## config.mk

```make
export PLATFORM = sky130hd
export DESIGN_NAME = reg_file_hilo_flat
export DESIGN_NICKNAME = d
export VERILOG_FILES = /design/src/rtl/reg_file_hilo_if.sv /design/src/rtl/reg_file_hilo.sv /design/src/flat_wrapper.sv
export SDC_FILE = /design/constraint.sdc
export NUM_CORES = 2
export LEC_CHECK = 0
export BUFFER_PORTS_ARGS = -buffer_cell sky130_fd_sc_hd__buf_2
export CAP_MARGIN = 10
export CORE_AREA = 2 2 414 416
export CTS_CLUSTER_SIZE = 20
export DETAILED_ROUTE_END_ITERATION = 7
export DIE_AREA = 0 0 416 418
export PLACE_DENSITY = 0.62
export SLEW_MARGIN = 30
export SYNTH_ARGS = -nofsm -noshare
export SYNTH_HDL_FRONTEND = slang
export SYNTH_SLANG_ARGS = --single-unit
```

## constraint.sdc

```tcl
create_clock -name clk -period 1.5 [get_ports clk]
set_input_delay 0.075 -clock clk [delete_from_list [all_inputs] [get_ports clk]]
set_output_delay 0.075 -clock clk [all_outputs]
set_load 0.02 [all_outputs]
```

## src/rtl/reg_file_hilo_if.sv

```systemverilog
// Write-back to decode register-file bus: GPR and HI/LO write side plus the decode read ports.
// The master drives writes and read addresses. The slave is the register file, which returns read data.
interface reg_file_hilo_if #(
    parameter int DATA_WIDTH = 32,
    parameter int ADDR_WIDTH = 5
);
    logic                  reg_write_en_w;
    logic [ADDR_WIDTH-1:0] reg_file_write_addr_w;
    logic [DATA_WIDTH-1:0] reg_file_write_data_w;
    logic                  hilo_write_en_w;
    logic [DATA_WIDTH-1:0] hi_write_data_w;
    logic [DATA_WIDTH-1:0] lo_write_data_w;
    logic [ADDR_WIDTH-1:0] read_addr_1_d;
    logic [ADDR_WIDTH-1:0] read_addr_2_d;
    logic [DATA_WIDTH-1:0] read_data_1_d;
    logic [DATA_WIDTH-1:0] read_data_2_d;
    logic [DATA_WIDTH-1:0] hi_read_data_d;
    logic [DATA_WIDTH-1:0] lo_read_data_d;

    modport master (
        output reg_write_en_w, reg_file_write_addr_w, reg_file_write_data_w,
        output hilo_write_en_w, hi_write_data_w, lo_write_data_w,
        output read_addr_1_d, read_addr_2_d,
        input  read_data_1_d, read_data_2_d, hi_read_data_d, lo_read_data_d
    );

    modport slave (
        input  reg_write_en_w, reg_file_write_addr_w, reg_file_write_data_w,
        input  hilo_write_en_w, hi_write_data_w, lo_write_data_w,
        input  read_addr_1_d, read_addr_2_d,
        output read_data_1_d, read_data_2_d, hi_read_data_d, lo_read_data_d
    );
endinterface

```

## src/rtl/reg_file_hilo.sv

```systemverilog
// Decode-stage GPR file with HI/LO. Reads are combinational with zero latency, and an optional write-to-read bypass is provided.
// Writes commit on the next rising edge. There is no backpressure: a write is accepted every cycle.
module reg_file_hilo #(
    parameter int DATA_WIDTH = 32,
    parameter int ADDR_WIDTH = 5,
    parameter int BYPASS_EN  = 1
) (
    input  logic           clk,
    input  logic           rst_n,
    reg_file_hilo_if.slave bus
);
    localparam int NREG = 2 ** ADDR_WIDTH;
    localparam bit BYP  = (BYPASS_EN != 0);

    logic [DATA_WIDTH-1:0] gpr_q [1:NREG-1];
    logic [DATA_WIDTH-1:0] gpr_d [1:NREG-1];
    logic [DATA_WIDTH-1:0] hi_q, hi_d;
    logic [DATA_WIDTH-1:0] lo_q, lo_d;

    logic gpr_wr, bypass_on;

    assign gpr_wr    = bus.reg_write_en_w && (bus.reg_file_write_addr_w != '0);
    assign bypass_on = BYP && rst_n;

    always_comb begin
        gpr_d = gpr_q;
        hi_d  = hi_q;
        lo_d  = lo_q;
        if (gpr_wr) begin
            gpr_d[bus.reg_file_write_addr_w] = bus.reg_file_write_data_w;
        end
        if (bus.hilo_write_en_w) begin
            hi_d = bus.hi_write_data_w;
            lo_d = bus.lo_write_data_w;
        end
    end

    always_ff @(posedge clk) begin
        if (!rst_n) begin
            for (int i = 1; i < NREG; i++) begin
                gpr_q[i] <= '0;
            end
            hi_q <= '0;
            lo_q <= '0;
        end else begin
            gpr_q <= gpr_d;
            hi_q  <= hi_d;
            lo_q  <= lo_d;
        end
    end

    // r0 is never stored and never bypassed; a matching write only counts when it targets a real register.
    always_comb begin
        bus.read_data_1_d = '0;
        if (bus.read_addr_1_d != '0) begin
            if (bypass_on && gpr_wr && (bus.reg_file_write_addr_w == bus.read_addr_1_d)) begin
                bus.read_data_1_d = bus.reg_file_write_data_w;
            end else begin
                bus.read_data_1_d = gpr_q[bus.read_addr_1_d];
            end
        end
    end

    always_comb begin
        bus.read_data_2_d = '0;
        if (bus.read_addr_2_d != '0) begin
            if (bypass_on && gpr_wr && (bus.reg_file_write_addr_w == bus.read_addr_2_d)) begin
                bus.read_data_2_d = bus.reg_file_write_data_w;
            end else begin
                bus.read_data_2_d = gpr_q[bus.read_addr_2_d];
            end
        end
    end

    always_comb begin
        bus.hi_read_data_d = hi_q;
        bus.lo_read_data_d = lo_q;
        if (bypass_on && bus.hilo_write_en_w) begin
            bus.hi_read_data_d = bus.hi_write_data_w;
            bus.lo_read_data_d = bus.lo_write_data_w;
        end
    end
endmodule

```

## src/flat_wrapper.sv

```systemverilog
// flat-port wrapper written by rule: the top's interface ports become plain ports
module reg_file_hilo_flat 
#(
    parameter int DATA_WIDTH = 32,
    parameter int ADDR_WIDTH = 5,
    parameter int BYPASS_EN  = 1
)
  (clk, rst_n, bus_reg_write_en_w, bus_reg_file_write_addr_w, bus_reg_file_write_data_w, bus_hilo_write_en_w, bus_hi_write_data_w, bus_lo_write_data_w, bus_read_addr_1_d, bus_read_addr_2_d, bus_read_data_1_d, bus_read_data_2_d, bus_hi_read_data_d, bus_lo_read_data_d);
  reg_file_hilo_if #(.DATA_WIDTH(DATA_WIDTH), .ADDR_WIDTH(ADDR_WIDTH)) bus_i ();
  input  logic clk;
  input  logic rst_n;
  input wire logic [$bits(bus_i.reg_write_en_w)-1:0] bus_reg_write_en_w;
  input wire logic [$bits(bus_i.reg_file_write_addr_w)-1:0] bus_reg_file_write_addr_w;
  input wire logic [$bits(bus_i.reg_file_write_data_w)-1:0] bus_reg_file_write_data_w;
  input wire logic [$bits(bus_i.hilo_write_en_w)-1:0] bus_hilo_write_en_w;
  input wire logic [$bits(bus_i.hi_write_data_w)-1:0] bus_hi_write_data_w;
  input wire logic [$bits(bus_i.lo_write_data_w)-1:0] bus_lo_write_data_w;
  input wire logic [$bits(bus_i.read_addr_1_d)-1:0] bus_read_addr_1_d;
  input wire logic [$bits(bus_i.read_addr_2_d)-1:0] bus_read_addr_2_d;
  output wire logic [$bits(bus_i.read_data_1_d)-1:0] bus_read_data_1_d;
  output wire logic [$bits(bus_i.read_data_2_d)-1:0] bus_read_data_2_d;
  output wire logic [$bits(bus_i.hi_read_data_d)-1:0] bus_hi_read_data_d;
  output wire logic [$bits(bus_i.lo_read_data_d)-1:0] bus_lo_read_data_d;
  assign bus_i.reg_write_en_w = bus_reg_write_en_w;
  assign bus_i.reg_file_write_addr_w = bus_reg_file_write_addr_w;
  assign bus_i.reg_file_write_data_w = bus_reg_file_write_data_w;
  assign bus_i.hilo_write_en_w = bus_hilo_write_en_w;
  assign bus_i.hi_write_data_w = bus_hi_write_data_w;
  assign bus_i.lo_write_data_w = bus_lo_write_data_w;
  assign bus_i.read_addr_1_d = bus_read_addr_1_d;
  assign bus_i.read_addr_2_d = bus_read_addr_2_d;
  assign bus_read_data_1_d = bus_i.read_data_1_d;
  assign bus_read_data_2_d = bus_i.read_data_2_d;
  assign bus_hi_read_data_d = bus_i.hi_read_data_d;
  assign bus_lo_read_data_d = bus_i.lo_read_data_d;
  reg_file_hilo #(.DATA_WIDTH(DATA_WIDTH), .ADDR_WIDTH(ADDR_WIDTH), .BYPASS_EN(BYPASS_EN)) u_core (.clk(clk), .rst_n(rst_n), .bus(bus_i));
endmodule
```

# Word-level counts from Yosys, hierarchy flattened
# Index checks and enable logic that the tools add are counted.
[totals]
mem_bits_rw = 0
out_inout_bits = 128
mem_bits_ro = 0
latchBits = 0
mem_count = 0
ff_bits = 1056
[op_classes]
n_lt_le_gt_ge = 4
eq_ne = 2
n_reduce_logical = 9
n_div = 0
muxes = 15
n_addsub = 0
n_shift = 0
n_bitwise = 3
n_mul = 0
[ops]
columns = ["cell", "n"]
rows = [
  ["$bwmux 992", 1],
  ["$mux 32", 11],
  ["$bmux 32 s5", 2],
  ["$demux 32 s5", 1],
  ["$ge 6x6->1 const B", 3],
  ["$not 5->6", 3],
  ["$reduce_bool 5->1", 3],
  ["$eq 5x5->1", 2],
  ["$logic_and 1x1->1", 6],
  ["$lt 6x1->1 const B", 1],
]

# Depth between registers and ports, before layout
[logic_depth]
word_depth = 6
mapped_depth = 9
mapped_depth_nobuf = 5

# Worst setup path before layout
# Ideal clock, no wire load.
[synth_timing]
kind = "input -> output"
start = "in bus_read_addr_2_d[0]"
end = "out bus_read_data_2_d[10]"
t_required_ns = 1.425
path_buffers = 3
path_slack_ns = -0.156
path_stages = 8
arrival_ns = 1.581
cell_sequence = "buf_6 -> buf_8 -> xor2_2 -> nor3_4 -> nand4_4 -> buf_6 -> and4_1 -> a221oi_2"
[synth_via]
elab_chain_len = 6
elab_cells_between_ends = 9
cone_classes = "eq/ne (1); mux (5); bitwise (1); reduce/logical (2)"
[synth_rtl]
columns = ["element", "line_no", "text"]
rows = [
  ["start: declaration", "flat_wrapper.sv:19", "input wire logic [$bits(bus_i.read_addr_2_d)-1:0] bus_read_addr_2_d;"],
  ["$not 5->6 (not written as such)", "reg_file_hilo.sv:70", "bus.read_data_2_d = gpr_q[bus.read_addr_2_d];"],
  ["$bmux 32 s5", "reg_file_hilo.sv:70", ""],
  ["$mux 32 (not written as such) (2 in series)", "reg_file_hilo.sv:70", ""],
  ["$mux 32", "reg_file_hilo.sv:67", "if (bypass_on && gpr_wr && (bus.reg_file_write_addr_w == bus.read_addr_2_d)) begin"],
  ["$mux 32 (*)", "reg_file_hilo.sv:66", "if (bus.read_addr_2_d != '0) begin"],
  ["end: declaration", "flat_wrapper.sv:21", "output wire logic [$bits(bus_i.read_data_2_d)-1:0] bus_read_data_2_d;"],
]
# Mark *: on every way between the ends. The rest lies on a longest branch, timed or not. The select of a mux whose other input is x is not followed.

# Worst setup path after layout
[layout_timing]
start = "reg u_core.gpr_q[166] in the netlist's numbering"
end = "out bus_read_data_2_d[6]"
[layout_via]
elab_chain_len = 5
[layout_rtl]
columns = ["element", "line_no", "text"]
rows = [
  ["start: declaration", "reg_file_hilo.sv:15", "logic [DATA_WIDTH-1:0] gpr_q [1:NREG-1];"],
  ["start signal: assignment", "reg_file_hilo.sv:46", "gpr_q <= gpr_d;"],
  ["$bmux 32 s5", "reg_file_hilo.sv:70", ""],
  ["$mux 32 (not written as such) (2 in series)", "reg_file_hilo.sv:70", ""],
  ["$mux 32", "reg_file_hilo.sv:67", ""],
  ["$mux 32", "reg_file_hilo.sv:66", ""],
]
# Every way passes these cells. The select of a mux whose other input is x is not followed.

==> flow_summary.yaml <==
placement:
  gp_congestion: 0.963
  portBuffers: 242
  pre_cts_ws_ns: -1.02
  dpl.hpwl_um: 157000
  dp.cells: 9508
timing:
  timing.final.crit_share: 1.73
  slew-limit-headroom: 0.399
  clock.fmax_mhz: 385
  finalSetupViolCount: 128
  worstMarginPinSlew_ns: 0.900
  hold_violations: 0
  slew_violations: 0
  layout_setup_ws_ns: -1.10
  fin_skew_ns: 0
  min_period_ns: 2.60
  tns_ns: -62.30
  rsz0062_at_grt: "true"
grt:
  grt_overflow: 0
  grt_pass1_wl_um: 365000
  antenna_found_initial: 3
  grt_usage: 0.275
  grt_pass1_vias: 56032
  grt_max_degree: 168
route:
  first_pass_iters: 6
  via_per_inst: 5.75
  drt-initial-drc-count: 6163
  wirelength_um: 249000
  dr_total_vias: 56980
  drc: 0
  wire_per_inst_um: 25.1
  antenna_left: 0
finish:
  stdcell_count: 9907
  final_core_util: 0.456
  fill_cells: 15558
  ff_latch_area_um2: 21700
  syn_to_final_growth_pct: 30.9
  drive_gt1_frac: 0.284
  multiInputGateArea_um2: 36500
  layout.nets: 7708
cts:
  h-tree-depth: 3
  cts_buffers: 113
  clk_pin_slew_ns: 0.06
  cts_num_sinks: 1056
  clockBufferDepth: 3
  tritoncts: "yes"
  cts-root-buf: "clkbuf_16"
  clock_latency_ns: 0.76
worst_setup_path:
  worstPathMaxFanout: 2
  worstSetupEndpointType: "output pin"
  r2r_start: "u_core.hi_q[26]"
  ff2ff_setup_slack_ns: 0.09
  worstPathArrival_ns: 2.52
  crit_type: "reg2out"
  cp-start-kind: "flop"
  reg2reg_depth: 4
  required_ns: 1.42
  reg2reg_to: "u_core.hi_q[26]"
die:
  ioPinCount: 243
  rows: 151
  dieHeight_um: 418
  die_width_um: 416
  core_um2: 169000
  floorplan.initialDensity: 0.348
  die_area_um2: 174000
synthesis:
  synth_cells: 7007
  synth_area_um2: 58900
  ys_seq_area_frac: 0.359
  ys_warn_count: 0
  ys_async_sr_fraction: 0
  synth_top_flop_cell: "dfxtp_1"
  synth.distinct_cells: 50
  avgSynthCellArea_um2: 8.40
  synth.net_count: 7122
  yosys_register_bits: 1056
  synth_edf_count: 0
hold_path:
  holdPathStages: 4
  min_from: "rst_n"
  min_path_type: "in2reg"
  hold_end: "u_core.gpr_q[258]"
power:
  power_density_nw_per_um2: 911
  p_sw_mw: 19.4
  ir_worst_vdd_uv: 1010
  internal_power_mw: 50.8
  p_leak_nw: 28.3
  combPwrFrac: 0.158
  pwr-share-clk: 0.435
  switching_share: 0.276
  seqPwrFrac: 0.407
run_status:
  violations: "negative setup slack"
  status: "finished with violations"
run:
  cap_violations: 0
worst max-delay path, stage by stage (launching register included):
cell and delay [ns]:
dfxtp_2 0.33, buf_6 0.08, mux2i_1 0.05, a22oi_1 0.20, nand3_1 0.15, buf_6 0.16
and4_4 0.20, a221oi_4 0.41, buf_6 0.18
layout by cell type (no fill, tap or decap), types with 13 or more instances in the layout:
cell           instances
a21boi_0             606
a21boi_1             388
a21oi_1               61
a221oi_4              54
a22oi_1              304
a22oi_2               74
and4_4                61
buf_12               202
buf_2                107
buf_4                535
buf_6                157
bufinv_16             13
clkbuf_1              21
clkbuf_16            114
clkbuf_8              31
clkinv_2              15
dfxtp_1              648
dfxtp_2              401
dlygate4sd3_1        158
mux2_2                68
mux2_4                64
mux2i_1              797
mux2i_2               21
mux4_2                68
nand2_1             2205
nand3_1              118
nand3_2               66
nor2_1                29
nor2_4                37
nor2b_1               69
o21ai_0               43
o21ai_1               19
repair_timing:
item / CTS / global route
resized for setup: 850 / 213
buffers inserted: 19 / 25
cloned: 0 / 1
hold buffers: 159 / 0
setup endpoints to repair: 128 / 259
hold endpoints to repair: 1056 / 0
pin swaps: 313 / 214
how the worst max path moves through the flow:
stage,end,cells past startpoint,start
2_1_floorplan,bus_read_data_1_d[18],7,bus_reg_file_write_addr_w[0]
3_3_place_gp,bus_read_data_2_d[18],8,bus_read_addr_2_d[2]
3_5_place_dp,bus_read_data_2_d[18],8,bus_read_addr_2_d[2]
4_1_cts,bus_read_data_2_d[6],7,u_core.gpr_q[518]
5_1_grt,bus_read_data_2_d[6],8,u_core.gpr_q[166]
6_report,bus_read_data_2_d[6],8,u_core.gpr_q[166]
power by group through the flow:
stage          combinational [mW]  sequential (mW)  clock (mW)
6_report                     11.1             28.6        30.5
5_1_grt                      11.4             28.6        31.9
3_3_place_gp                 9.25             29.1           0
3_5_place_dp                 9.30             29.1           0
2_1_floorplan                5.37             29.1           0
4_1_cts                      10.6             28.6        30.6
synth_stat cells (3+ instances only):
| cell | number | share of area |
|---|---|---|
| nand3b_1 | 6 | 0.00076 |
| buf_6 | 57 | 0.011 |
| o21ai_1 | 16 | 0.0014 |
| o21ai_0 | 46 | 0.0039 |
| buf_2 | 174 | 0.015 |
| dfxtp_1 | 1056 | 0.36 |
| a221oi_2 | 64 | 0.016 |
| nand2b_1 | 5 | 0.00053 |
| xnor2_1 | 4 | 0.00059 |
| nor2_1 | 74 | 0.0047 |
| nand3_1 | 190 | 0.016 |
| nor3_1 | 3 | 0.00025 |
| nor2b_1 | 79 | 0.0084 |
| a21boi_1 | 386 | 0.049 |
| mux4_2 | 68 | 0.026 |
| xor2_1 | 5 | 0.00074 |
| clkbuf_1 | 389 | 0.025 |
| nand2_1 | 2208 | 0.14 |
| a21oi_1 | 62 | 0.0053 |
| buf_1 | 17 | 0.0011 |
| a22oi_1 | 378 | 0.048 |
| and4_1 | 50 | 0.0074 |
| and2_1 | 4 | 0.00042 |
| and4_4 | 12 | 0.0023 |
| mux2i_1 | 822 | 0.14 |
| and2_0 | 3 | 0.00032 |
| a21boi_0 | 608 | 0.078 |
| buf_4 | 57 | 0.0073 |
| mux2_2 | 132 | 0.025 |
| nor3b_1 | 3 | 0.00038 |
routing by layer:
layer  global-route usage  routed length, µm  vias to the layer above
met2                0.421             108000                     3040
met5                    0                 13                        -
met4                0.190              19500                        2
met3               0.0540              23400                      787
met1                0.347              97800                    27740
li1                     -                  -                    25411
logic make-up (layout without fill, tap and decap cells):
| logic type | Yosys count | count (layout) | synth area share |
|---|---|---|---|
| buffers and inverters | 698 | 1378 | 0.0596 |
| other | 0 | 2 | 0 |
| xor gates and xnor gates | 10 | 10 | 0.00161 |
| AOI/OAI and AO/OA | 1568 | 1568 | 0.204 |
| muxes | 1022 | 1022 | 0.191 |
| and+or+nand+nor | 2653 | 2653 | 0.185 |
| DFF | 1056 | 1056 | 0.359 |
registers in the layout (all words and copies together) (netlist names):
signal / cells
u_core.gpr_q: 992
u_core.lo_q: 32
u_core.hi_q: 32
final cells by class:
class | instances | share of cell area
clock inverters | 45 | 0.00883
well taps | 2218 | 0.0360
diodes | 2 | 0.0000649
multi-input cells | 5253 | 0.474
flip-flops and latches | 1056 | 0.281
clock buffers | 164 | 0.0431
repair buffers | 1169 | 0.157
through the flow:
stage                     instance area (µm²)  hold slack [ns]  power (mW)
final                                   77100           0.0425        70.2
after global routing                    77100           0.0353        71.8
after CTS                               76200         0.000885        69.8
after detailed placement                68200            0.353        38.5
after global placement                  68200            0.343        38.4
after floorplan                         59500            0.210        34.5
(Power assumes the default switching activity.)
